File: src/rtl/life_pkg.sv
// life_pkg: shared definitions for the Game-of-Life engine.
//   state_t    - engine FSM states (IDLE, EVOLVE, COMMIT)
//   NBR_W      - width of a live-neighbour count (0..8)
//   nbr_bit()  - zero-extends one neighbour bit to NBR_W for summing
//   life_rule()- Conway birth/survival rule for one cell
package life_pkg;

  typedef enum logic [1:0] {
    IDLE   = 2'd0,
    EVOLVE = 2'd1,
    COMMIT = 2'd2
  } state_t;

  localparam int NBR_W = 4;

  function automatic logic [NBR_W-1:0] nbr_bit(input logic b);
    return {{(NBR_W-1){1'b0}}, b};
  endfunction

  function automatic logic life_rule(input logic alive, input logic [NBR_W-1:0] n);
    return (n == NBR_W'(3)) || ((n == NBR_W'(2)) && alive);
  endfunction

endpackage

File: src/rtl/life_row.sv
// life_row: combinational next-state of one grid row.
//   above     in  COLS  row above (already zeroed by caller at a dead edge)
//   curr      in  COLS  row being evolved
//   below     in  COLS  row below (already zeroed by caller at a dead edge)
//   wrap_mode in  1     1 = columns wrap around, 0 = off-grid columns are dead
//   next_row  out COLS  next generation of curr
module life_row #(
  parameter int COLS = 8
) (
  input  logic [COLS-1:0] above,
  input  logic [COLS-1:0] curr,
  input  logic [COLS-1:0] below,
  input  logic            wrap_mode,
  output logic [COLS-1:0] next_row
);
  import life_pkg::*;

  for (genvar gi = 0; gi < COLS; gi++) begin : g_cell
    localparam int L = (gi == 0) ? COLS - 1 : gi - 1;
    localparam int R = (gi == COLS - 1) ? 0 : gi + 1;

    // Edge columns only see their wrapped neighbour in toroidal mode.
    logic lv;
    logic rv;
    logic [NBR_W-1:0] n;

    assign lv = (gi != 0) || wrap_mode;
    assign rv = (gi != COLS - 1) || wrap_mode;

    assign n = nbr_bit(above[L] & lv) + nbr_bit(above[gi]) + nbr_bit(above[R] & rv)
             + nbr_bit(curr[L]  & lv)                      + nbr_bit(curr[R]  & rv)
             + nbr_bit(below[L] & lv) + nbr_bit(below[gi]) + nbr_bit(below[R] & rv);

    assign next_row[gi] = life_rule(curr[gi], n);
  end

endmodule

File: src/rtl/life_engine.sv
// life_engine: row-serial Game-of-Life engine.
// One generation takes ROWS EVOLVE cycles (one row per cycle into a shadow
// buffer) followed by a COMMIT cycle that swaps the buffer into the grid.
//   clk, reset             clock and async active-high reset
//   load_valid/load_grid   load a new grid (IDLE only); load_ready high in IDLE
//   step / run             single generation / free-running evolution
//   wrap_mode              0 dead boundary, 1 toroidal (latched at start)
//   grid_out, gen_count    committed grid and generations since last load
//   gen_done               one-cycle pulse together with each new grid_out
//   busy, stable, extinct  status flags
module life_engine #(
  parameter int ROWS  = 8,
  parameter int COLS  = 8,
  parameter int GEN_W = 16
) (
  input  logic                 clk,
  input  logic                 reset,
  input  logic                 load_valid,
  input  logic [ROWS*COLS-1:0] load_grid,
  output logic                 load_ready,
  input  logic                 step,
  input  logic                 run,
  input  logic                 wrap_mode,
  output logic [ROWS*COLS-1:0] grid_out,
  output logic [GEN_W-1:0]     gen_count,
  output logic                 gen_done,
  output logic                 busy,
  output logic                 stable,
  output logic                 extinct
);
  import life_pkg::*;

  localparam int ROW_W = $clog2(ROWS);
  localparam int N     = ROWS * COLS;

  state_t               state_reg, state_next;
  logic [ROW_W-1:0]     row_idx_reg;
  logic [N-1:0]         grid_reg;
  logic [COLS-1:0]      next_rows_reg [ROWS];
  logic [GEN_W-1:0]     gen_count_reg;
  logic                 gen_done_reg;
  logic                 stable_reg;
  logic                 extinct_reg;
  logic                 wrap_reg;

  logic [N-1:0]         next_flat;
  logic [COLS-1:0]      grid_rows [ROWS];
  logic                 start;
  logic                 last_row;
  logic [ROW_W-1:0]     up_idx, dn_idx;
  logic                 up_ok, dn_ok;
  logic [COLS-1:0]      above_row, curr_row, below_row, row_next;

  for (genvar gi = 0; gi < ROWS; gi++) begin : g_rows
    assign grid_rows[gi]               = grid_reg[gi*COLS +: COLS];
    assign next_flat[gi*COLS +: COLS]  = next_rows_reg[gi];
  end

  // Load has priority over any evolution request.
  assign start    = !load_valid && (step || (run && !stable_reg && !extinct_reg));
  assign last_row = (row_idx_reg == ROW_W'(ROWS - 1));

  // Neighbouring row indices; top/bottom rows wrap only in toroidal mode.
  always_comb begin
    up_idx = row_idx_reg - 1'b1;
    dn_idx = row_idx_reg + 1'b1;
    up_ok  = 1'b1;
    dn_ok  = 1'b1;
    if (row_idx_reg == '0) begin
      up_idx = ROW_W'(ROWS - 1);
      up_ok  = wrap_reg;
    end
    if (last_row) begin
      dn_idx = '0;
      dn_ok  = wrap_reg;
    end
  end

  assign above_row = up_ok ? grid_rows[up_idx] : '0;
  assign curr_row  = grid_rows[row_idx_reg];
  assign below_row = dn_ok ? grid_rows[dn_idx] : '0;

  life_row #(.COLS(COLS)) u_row (
    .above     (above_row),
    .curr      (curr_row),
    .below     (below_row),
    .wrap_mode (wrap_reg),
    .next_row  (row_next)
  );

  always_ff @(posedge clk or posedge reset) begin
    if (reset) state_reg <= IDLE;
    else       state_reg <= state_next;
  end

  always_comb begin
    state_next = state_reg;
    case (state_reg)
      IDLE:    if (start) state_next = EVOLVE;
      EVOLVE:  if (last_row) state_next = COMMIT;
      COMMIT:  state_next = IDLE;
      default: state_next = IDLE;
    endcase
  end

  always_ff @(posedge clk or posedge reset) begin
    if (reset) begin
      row_idx_reg   <= '0;
      grid_reg      <= '0;
      gen_count_reg <= '0;
      gen_done_reg  <= 1'b0;
      stable_reg    <= 1'b0;
      extinct_reg   <= 1'b1;
      wrap_reg      <= 1'b0;
      for (int i = 0; i < ROWS; i++) next_rows_reg[i] <= '0;
    end else begin
      gen_done_reg <= 1'b0;
      case (state_reg)
        IDLE: begin
          if (load_valid) begin
            grid_reg      <= load_grid;
            gen_count_reg <= '0;
            stable_reg    <= 1'b0;
            extinct_reg   <= (load_grid == '0);
          end else if (start) begin
            wrap_reg    <= wrap_mode;
            row_idx_reg <= '0;
          end
        end
        EVOLVE: begin
          next_rows_reg[row_idx_reg] <= row_next;
          if (!last_row) row_idx_reg <= row_idx_reg + 1'b1;
        end
        COMMIT: begin
          // gen_done is registered so it rises together with the new grid.
          grid_reg      <= next_flat;
          gen_count_reg <= gen_count_reg + 1'b1;
          stable_reg    <= (next_flat == grid_reg);
          extinct_reg   <= (next_flat == '0);
          gen_done_reg  <= 1'b1;
        end
        default: ;
      endcase
    end
  end

  assign load_ready = (state_reg == IDLE);
  assign busy       = (state_reg != IDLE);
  assign grid_out   = grid_reg;
  assign gen_count  = gen_count_reg;
  assign gen_done   = gen_done_reg;
  assign stable     = stable_reg;
  assign extinct    = extinct_reg;

endmodule

File: config.mk
export PLATFORM = sky130hd
export DESIGN_NAME = life_engine
export DESIGN_NICKNAME = d
export VERILOG_FILES = /design/src/rtl/life_pkg.sv /design/src/rtl/life_row.sv /design/src/rtl/life_engine.sv
export SDC_FILE = /design/constraint.sdc
export NUM_CORES = 1
export LEC_CHECK = 0
export CAP_MARGIN = 20
export CORE_ASPECT_RATIO = 0.8
export CORE_UTILIZATION = 53
export CTS_CLUSTER_DIAMETER = 40
export CTS_CLUSTER_SIZE = 14
export DETAILED_ROUTE_END_ITERATION = 6
export PLACE_DENSITY = 0.84
export SYNTH_ARGS = -nofsm -noshare
export SYNTH_HDL_FRONTEND = slang
export SYNTH_SLANG_ARGS = --single-unit
export TNS_END_PERCENT = 20
File: constraint.sdc
create_clock -name clk -period 7.9 [get_ports clk]
set_clock_uncertainty 0.05 [all_clocks]
set_input_delay 1.975 -clock clk [delete_from_list [all_inputs] [get_ports clk]]
set_output_delay 1.975 -clock clk [all_outputs]
set_load 0.02 [all_outputs]
# Yosys cells after proc, flatten, opt, wreduce, memory -nomap -nowiden
# Cells that the tools add are included.
dict set report word_totals {
  in_bits 70
  output_inout_bits 85
  elab_cells 183
  regBits 153
}
dict set report op_classes {
  n_addsub 59
  bitwise 10
  n_lt_le_gt_ge 4
  n_eq_ne 25
  muxes 34
  n_reduce_logical 35
}
# cell count
set op_table {}
lappend op_table {{$add A4 B1 Y4} 48}
lappend op_table {{$logic_not A64 Y1} 2}
lappend op_table {{$pmux W64 S2} 1}
lappend op_table {{$bmux W8 S3} 3}
lappend op_table {{$mux W8} 9}
lappend op_table {{$bwmux W64} 1}
lappend op_table {{$eq A4 B2 Y1 const B} 16}
lappend op_table {{$eq A64 B64 Y1} 1}
lappend op_table {{$mux W64} 1}
lappend op_table {{$pmux W16 S2} 1}
lappend op_table {{$demux W8 S3} 1}
lappend op_table {{$add A1 B1 Y2} 8}
lappend op_table {{$add A16 B1 Y16 const B} 1}
lappend op_table {{$mux W16} 1}
lappend op_table {{$mux W3} 5}
lappend op_table {{$ge A4 B4 Y1 const B} 3}
lappend op_table {{$logic_and A1 B1 Y1} 12}
lappend op_table {{$not A3 Y4} 3}
lappend op_table {{$logic_or A1 B1 Y1} 9}
lappend op_table {{$ne A2 B2 Y1 const B} 4}
lappend op_table {{$and A1 B1 Y1} 6}
lappend op_table {{$pmux W3 S2} 1}
lappend op_table {{$reduce_bool A2 Y1} 3}
lappend op_table {{$mux W1} 5}
lappend op_table {{17 further kinds} 22}

# Depth between registers and ports, before layout
# Gate-level depths: netlist of run 1.
dict set report depth {
  depth_word 19
  depth_mapped 23
  depth_no_buf 19
}

# Hierarchy
# A second synthesis of run 1 with hierarchy kept.
dict set report unflattened {
  cells_unflattened 1040
  area_unflattened_um2 10656.5
}
# mod seq_area_each_um2 instances cells_each area_per_inst_um2
set modules_own_cells {}
lappend modules_own_cells {life_engine 3829.9 1 895 9308.9}
lappend modules_own_cells {life_row 0.0 1 145 1347.5}

# Worst setup path after synthesis of run 1
# No wires, ideal clock.
dict set report synth_timing {
  kind {register to register}
  start {register row_idx_reg[0]}
  end {register next_rows_reg (netlist bit next_flat[16])}
  setup_slack_ps 2384
  path_buffers 4
  t_required_ps 7784
  t_arrival_ps 5400
  period_less_slack_ps 5516
  path_stages_with_launch 22
  path_cell_list {dfrtp_1 buf_6 clkinv_1 clkbuf_1 ha_1 buf_2 inv_1 clkbuf_1 a2111oi_0 a311oi_1 o22ai_1 nor2_1 ha_1 fa_1 fa_1 fa_1 inv_1 fa_1 a2111oi_0 a21oi_1 a211oi_2 mux2_2}
}
dict set report synth_between {
  elab_chain_cells 19
}
# element line_no
set synth_rtl {}
lappend synth_rtl {{from (decl)} life_engine.sv:37} ;# logic [ROW_W-1:0] row_idx_reg;
lappend synth_rtl {{from (signal assigned)} life_engine.sv:132} ;# if (!last_row) row_idx_reg <= row_idx_reg + 1'b1;
lappend synth_rtl {{$sub A3 B1 Y3 or $logic_not A3 Y1 (tied branches)} {life_engine.sv:65, life_engine.sv:69}}
lappend synth_rtl {{$mux W3} life_engine.sv:69} ;# if (row_idx_reg == '0) begin
lappend synth_rtl {{$not A3 Y4 (implied by the code)} life_engine.sv:79} ;# assign above_row = up_ok ? grid_rows[up_idx] : '0;
lappend synth_rtl {{$bmux W8 S3} life_engine.sv:79}
lappend synth_rtl {{$mux W8 (implied by the code) (2 in a row)} life_engine.sv:79}
lappend synth_rtl {{$mux W8} life_engine.sv:79}
lappend synth_rtl {{$and A1 B1 Y1} life_row.sv:30} ;# assign n = nbr_bit(above[L] & lv) + nbr_bit(above[gi]) + nbr_bit(above[R] & rv)
lappend synth_rtl {{$add A1 B1 Y2} life_row.sv:30}
lappend synth_rtl {{$add A4 B1 Y4} life_row.sv:30}
lappend synth_rtl {{$add A4 B1 Y4 (2 in a row)} life_row.sv:31} ;# + nbr_bit(curr[L] & lv) + nbr_bit(curr[R] & rv)
lappend synth_rtl {{$add A4 B1 Y4 (3 in a row)} life_row.sv:32} ;# + nbr_bit(below[L] & lv) + nbr_bit(below[gi]) + nbr_bit(below[R] & rv);
lappend synth_rtl {{$eq A4 B2 Y1} life_pkg.sv:21} ;# return (n == NBR_W'(3)) || ((n == NBR_W'(2)) && alive);
lappend synth_rtl {{$logic_and A1 B1 Y1} life_pkg.sv:21}
lappend synth_rtl {{$logic_or A1 B1 Y1} life_pkg.sv:21}
lappend synth_rtl {{$bwmux W64 *} life_engine.sv:131} ;# next_rows_reg[row_idx_reg] <= row_next;
lappend synth_rtl {{to (signal, indexed assignment)} life_engine.sv:131}
lappend synth_rtl {{to (decl)} life_engine.sv:39} ;# logic [COLS-1:0] next_rows_reg [ROWS];
# Mark *: on every way between the ends. The rest lies on a longest branch, timed or not. The select of a mux whose other input is x is not followed.
# A chain may end at the register's enable or synchronous reset.

# Worst setup path after layout of run 1
dict set report layout_timing {
  start {register row_idx_reg[0]}
  end {register next_rows_reg (netlist bit next_flat[28])}
}
dict set report layout_between {
  elab_chain_cells 18
}
# element line_no
set layout_rtl {}
lappend layout_rtl {{$sub A3 B1 Y3 or $logic_not A3 Y1 (tied branches)} {life_engine.sv:65, life_engine.sv:69}}
lappend layout_rtl {{$mux W3} life_engine.sv:69}
lappend layout_rtl {{$not A3 Y4 (implied by the code)} life_engine.sv:79}
lappend layout_rtl {{$bmux W8 S3} life_engine.sv:79}
lappend layout_rtl {{$mux W8 (implied by the code) (2 in a row)} life_engine.sv:79}
lappend layout_rtl {{$mux W8} life_engine.sv:79}
lappend layout_rtl {{$add A1 B1 Y2} life_row.sv:30}
lappend layout_rtl {{$add A4 B1 Y4} life_row.sv:30}
lappend layout_rtl {{$add A4 B1 Y4 (2 in a row)} life_row.sv:31}
lappend layout_rtl {{$add A4 B1 Y4 (3 in a row)} life_row.sv:32}
lappend layout_rtl {{$eq A4 B2 Y1} life_pkg.sv:21}
lappend layout_rtl {{$logic_and A1 B1 Y1} life_pkg.sv:21}
lappend layout_rtl {{$logic_or A1 B1 Y1} life_pkg.sv:21}
lappend layout_rtl {{$bwmux W64 *} life_engine.sv:131}
# Marked as above.

==> results.ini, run 1 <==
[global_routing]
grt_use_total_pct = 39.3
grt_max_degree = 83
groute.layer.met1.usage_pct = 54.4
grt_use_met3_pct = 13.2
grtUsageMet2_pct = 57.5
antenna_found_initial = 1
grt_pass1_vias = 10300
grt_overflow = 0
grt_pass1_wl_mm = 65.0
top_usage_layer = met2

[die]
io_pins = 155
die_x_um = 166
core_um2 = 20900
rows = 47
start_util_pct = 54.6
die_y_um = 133
dieArea_um2 = 22100

[sta]
period_minus_slack_ns = 6.53
rsz0062_at_grt = no
worst_pin_slew_ns = 1.16
fin_crit_sh_pct = 82.7
maxSlewHeadroom_pct = 22.4
hold_viol_final = 0
fin_tns_setup_ns = 0
fmax_mhz = 153
setup_viol = 0
slew_violations = 0

[synthesis]
syn_inst = 1159
synthFlopType = dfrtp_1
synth.distinct_cells = 72
synthAdderAreaFrac_pct = 8.56
ys_async_sr_fraction_pct = 100
synth_mux_area_share_pct = 15.1
synth_nets = 1289
syn_area_um2 = 11400
synth_top_family_by_area = compound AO/OA/AOI/OAI gates
yosysWarnings = 0
synth_xor_area_share_pct = 4.69
ys_seq_area_share_pct = 33.6
synth-compound-area-share_pct = 19.0
synth_edf_count = 0
synth_simple_gate_area_share_pct = 13.8
ys_ff_latch = 153
syn_avg_cell_area_um2 = 9.84

[cts]
clock_sinks = 153
clkLatencyLatePin_ns = 0.43
cts_tree = built
root_buffer = clkbuf_16
cts_buffers = 17
cts_resized = 0
max-clock-path-buffers = 2
clk_pin_slew_worst_paths_ns = 0.08
post-cts-setup-buffer-count = 0
cts_max_level = 4
hold_buffers = 0

[cells_and_area]
drive_gt1_share_pct = 13.3
fin_nets = 1404
mostFrequentLayoutCells = clkdlybuf4s50_1, dfrtp_1, o21ai_0
synthToLayoutAreaGrowth_pct = 19.8
layout_commonest_cell = clkdlybuf4s50_1
utilization_pct = 65.4
antenna_cells = 0

[worst_setup_path]
cp.arrival_ns = 6.85
start_kind = flip-flop
cp.required_ns = 8.22
slowest_stage = a221oi_4
endpoint_kind = flip-flop
crit_top_cell = fa_1
path_class = flip-flop to flip-flop
crit_fanout = 18
crit_chain = clkinv_1 > ha_1 > nand2b_1 > nand2_1 > mux2_2 > o211ai_1 > a21oi_1 > ha_1 > inv_1 > fa_1 > fa_1 > fa_1 > fa_1 > nor2_1 > nand3_1 > a221oi_4 > mux2_2
cpPeakStageDelay_ns = 0.69

[run_status]
status = finished with violations
violations = design-rule violations

[detailed_routing]
drt-initial-drc-count = 1666
drc = 7
ant_nets = 0
vias_per_cell = 6.94
num_vias = 10800
routed_wl_mm = 42.8
wl_per_cell_um = 27.5
dr.pass1.iters = 7

[worst_hold_path]
hold_path.class = flip-flop to flip-flop

[place]
io_buffers = 154
hpwl_mm = 31.4
globalplace.congestion = 1.04

[job]
maxCapViolations = 0

[cell type report]
class,count,area [µm²]
clock buffer,17,425
clock inverter,15,171
fill,1660,7220
inverter,70,268
multi-input combinational,863,6970
sequential,153,3840
tap,269,337
timing repair buffer,169,1650
[path summary, 6_finish.rpt]
kind | start | endpoint | slack (ns) | depth (start not counted)
setup / recovery | row_idx_reg[0] | next_flat[28] | 1.37 | 17
hold / removal | extinct | extinct | 0.47 | 2
setup reg to reg | row_idx_reg[0] | next_flat[28] | 1.37 | 17
hold reg to reg | extinct | extinct | 0.47 | 2
max in group asynchronous | reset | grid_out[17] | 4.35 | 3
min in group asynchronous | reset | grid_out[33] | 1.96 | 2
[kinds of logic after synthesis]
| group | after synthesis |
|---|---|
| buf+inv | 143 |
| simple gates | 301 |
| fa+ha+maj | 60 |
| flops | 153 |
| xor+xnor | 61 |
| compound gates | 315 |
| mux | 126 |
[per-stage QoR]
step	setup slack, ns	hold slack, ns	cells	area (µm²)
floorplan	1.76	0.463	1159	11400
finish	1.37	0.472	1556	13700
detailed placement	1.52	0.460	1524	13100
global route	1.09	0.491	1556	13700
CTS	1.54	0.470	1556	13700
global placement	1.71	0.435	1524	13100
[worst max-delay path, delay by kind of cell, from the launching register on]
| kind | cells | cell delay (ns) |
|---|---|---|
| buf+inv | 2 | 0.23 |
| compound gates | 3 | 1.32 |
| fa+ha+maj | 6 | 2.34 |
| flops | 1 | 0.59 |
| mux | 2 | 0.63 |
| simple gates | 4 | 1.28 |
[cell usage after synthesis (all sizes together), types with 4 or more instances]
cell type	instances	share of area, %
and2	7	0.38
o211ai	8	0.53
mux2i	35	3.5
nor4	42	2.4
nand2b	13	0.71
xnor2	53	4.1
a31oi	9	0.49
inv	68	2.2
nand3	22	0.97
a22o	4	0.31
mux4	24	4.9
a2bb2oi	39	3.0
o221ai	8	0.67
nand2	86	2.9
clkbuf	45	1.5
ha	30	3.3
a22oi	75	4.9
a21oi	36	1.6
nor2	60	2.1
dfrtp	152	33
nor2b	15	0.82
fa	30	5.3
buf	28	1.4
and3b	7	0.54
o22ai	11	0.60
a21o	4	0.26
a2111oi	4	0.31
nor3	12	0.86
nand4	24	1.3
xor2	8	0.61
o21ai	91	4.0
mux2	67	6.6
a211oi	5	0.50
[metal layers]
metal  vias to the layer above  wire length (µm)
met5                         -                13
met4                         2              1530
met3                       123              5710
met2                       800             18500
met1                      5341             17000
li1                       4528                 -
Power of run 1 is left out: the tool's default activity adds up to more than one toggle a clock period on the data nets, which glitch-free logic cannot reach.
==> inputs of run 2 (changes only) <==
- CORE_UTILIZATION: 53 -> 51
- PLACE_DENSITY: 0.84 -> 0.85
- clock period: 7.9 -> 5.7 ns (I/O delays scaled with it)
==> results.ini, run 2 (synthesized netlist as in run 1, its figures left out) <==
[place]
hpwl_mm = 32.8
io_buffers = 154
globalplace.congestion = 1.06

[run_status]
status = finished, final reports clean

[detailed_routing]
wl_per_cell_um = 27.3
drc = 0
vias_per_cell = 6.81
num_vias = 11100
routed_wl_mm = 44.2
dr.pass1.iters = 6
ant_nets = 0
drt-initial-drc-count = 1629

[global_routing]
grt_pass1_vias = 10400
grt_pass1_wl_mm = 66.2
grt_max_degree = 102
antenna_found_initial = 4
grt_overflow = 0
grt_use_total_pct = 39.5

[cts]
post-cts-setup-buffer-count = 0
max-clock-path-buffers = 2
clkLatencyLatePin_ns = 0.44
clk_pin_slew_worst_paths_ns = 0.08
cts_max_level = 4
clock_sinks = 153
root_buffer = clkbuf_16
cts_tree = built
cts_buffers = 17

[sta]
slew_violations = 0
rsz0062_at_grt = no
fin_tns_setup_ns = 0
hold_viol_final = 0
period_minus_slack_ns = 5.49
fmax_mhz = 182
hold_ws_ns = 0.437
maxSlewHeadroom_pct = 28.6
setup_viol = 0
worst_pin_slew_ns = 1.07
fin_crit_sh_pct = 96.3

[die]
dieArea_um2 = 23000
die_x_um = 169
rows = 48
io_pins = 155
die_y_um = 136
core_um2 = 21700
start_util_pct = 52.4

[worst_setup_path]
crit_fanout = 19
endpoint_kind = flip-flop
cp.arrival_ns = 5.82
path_class = flip-flop to flip-flop
cp.required_ns = 6.03
start_kind = flip-flop

[job]
maxCapViolations = 0

[cells_and_area]
drive_gt1_share_pct = 15.7
mostFrequentLayoutCells = clkdlybuf4s50_1, dfrtp_1, o21ai_0
layout_commonest_cell = clkdlybuf4s50_1
synthToLayoutAreaGrowth_pct = 22.9
utilization_pct = 64.5
fin_nets = 1438

[worst_hold_path]
hold_path.class = flip-flop to flip-flop

run 2: worst max-delay path, cell delays in order (launching register included):
cell and delay [ns]:
dfrtp_1 0.39, buf_4 0.24, ha_1 0.24, ha_1 0.29
nor2_2 0.15, mux4_2 0.50, mux2i_1 0.33, or2_1 0.23
inv_1 0.09, fa_1 0.51, fa_1 0.58, fa_1 0.21
inv_1 0.06, fa_1 0.39, a2111oi_1 0.37, a21oi_1 0.10
a211oi_2 0.22, buf_4 0.27, mux2_2 0.20
run 2: timing repair:
| action | 4_1_cts | 5_1_grt |
|---|---|---|
| endpoints found under the setup margin | 0 | 41 |
| hold buffers | 0 | 0 |
| gates resized for setup | 0 | 5 |
run 2: final cells by class:
type / count / area, µm²
clock inverter: 15 / 200
multi-input combinational: 863 / 6990
sequential: 153 / 3840
clock buffer: 17 / 425
timing repair buffer: 203 / 1920
tap: 300 / 375
inverter: 70 / 268
fill: 1760 / 7730
antenna: 1 / 2.50
run 2: worst paths after layout:
kind / depth (start not counted) / end / startpoint / slack, ns
min in group asynchronous: 2 / grid_out[31] / reset / 1.52
worst max-delay path: 18 / next_flat[24] / row_idx_reg[1] / 0.21
worst min register to register: 1 / gen_count[15] / gen_count[15] / 0.44
max in group asynchronous: 3 / next_flat[2] / reset / 3.27
worst min-delay path: 1 / gen_count[15] / gen_count[15] / 0.44
worst max register to register: 18 / next_flat[24] / row_idx_reg[1] / 0.21
run 2: routing by layer:
layer	vias to the layer above	share of wire [%]	GRT usage, %
met3	141	14	11.9
met4	0	3.9	14.4
li1	4605	-	-
met1	5412	39	55.0
met2	892	43	58.0
met5	-	0	0
run 2: metrics by stage:
stage	std cells	worst slack (ns)	area [µm²]
floorplan	1159	0.105	11400
global placement	1589	0.337	13400
detailed placement	1589	0.101	13400
CTS	1621	0.0886	14000
global route	1621	0.00855	14000
finish	1622	0.211	14000
Power of run 2 is left out for the same reason.
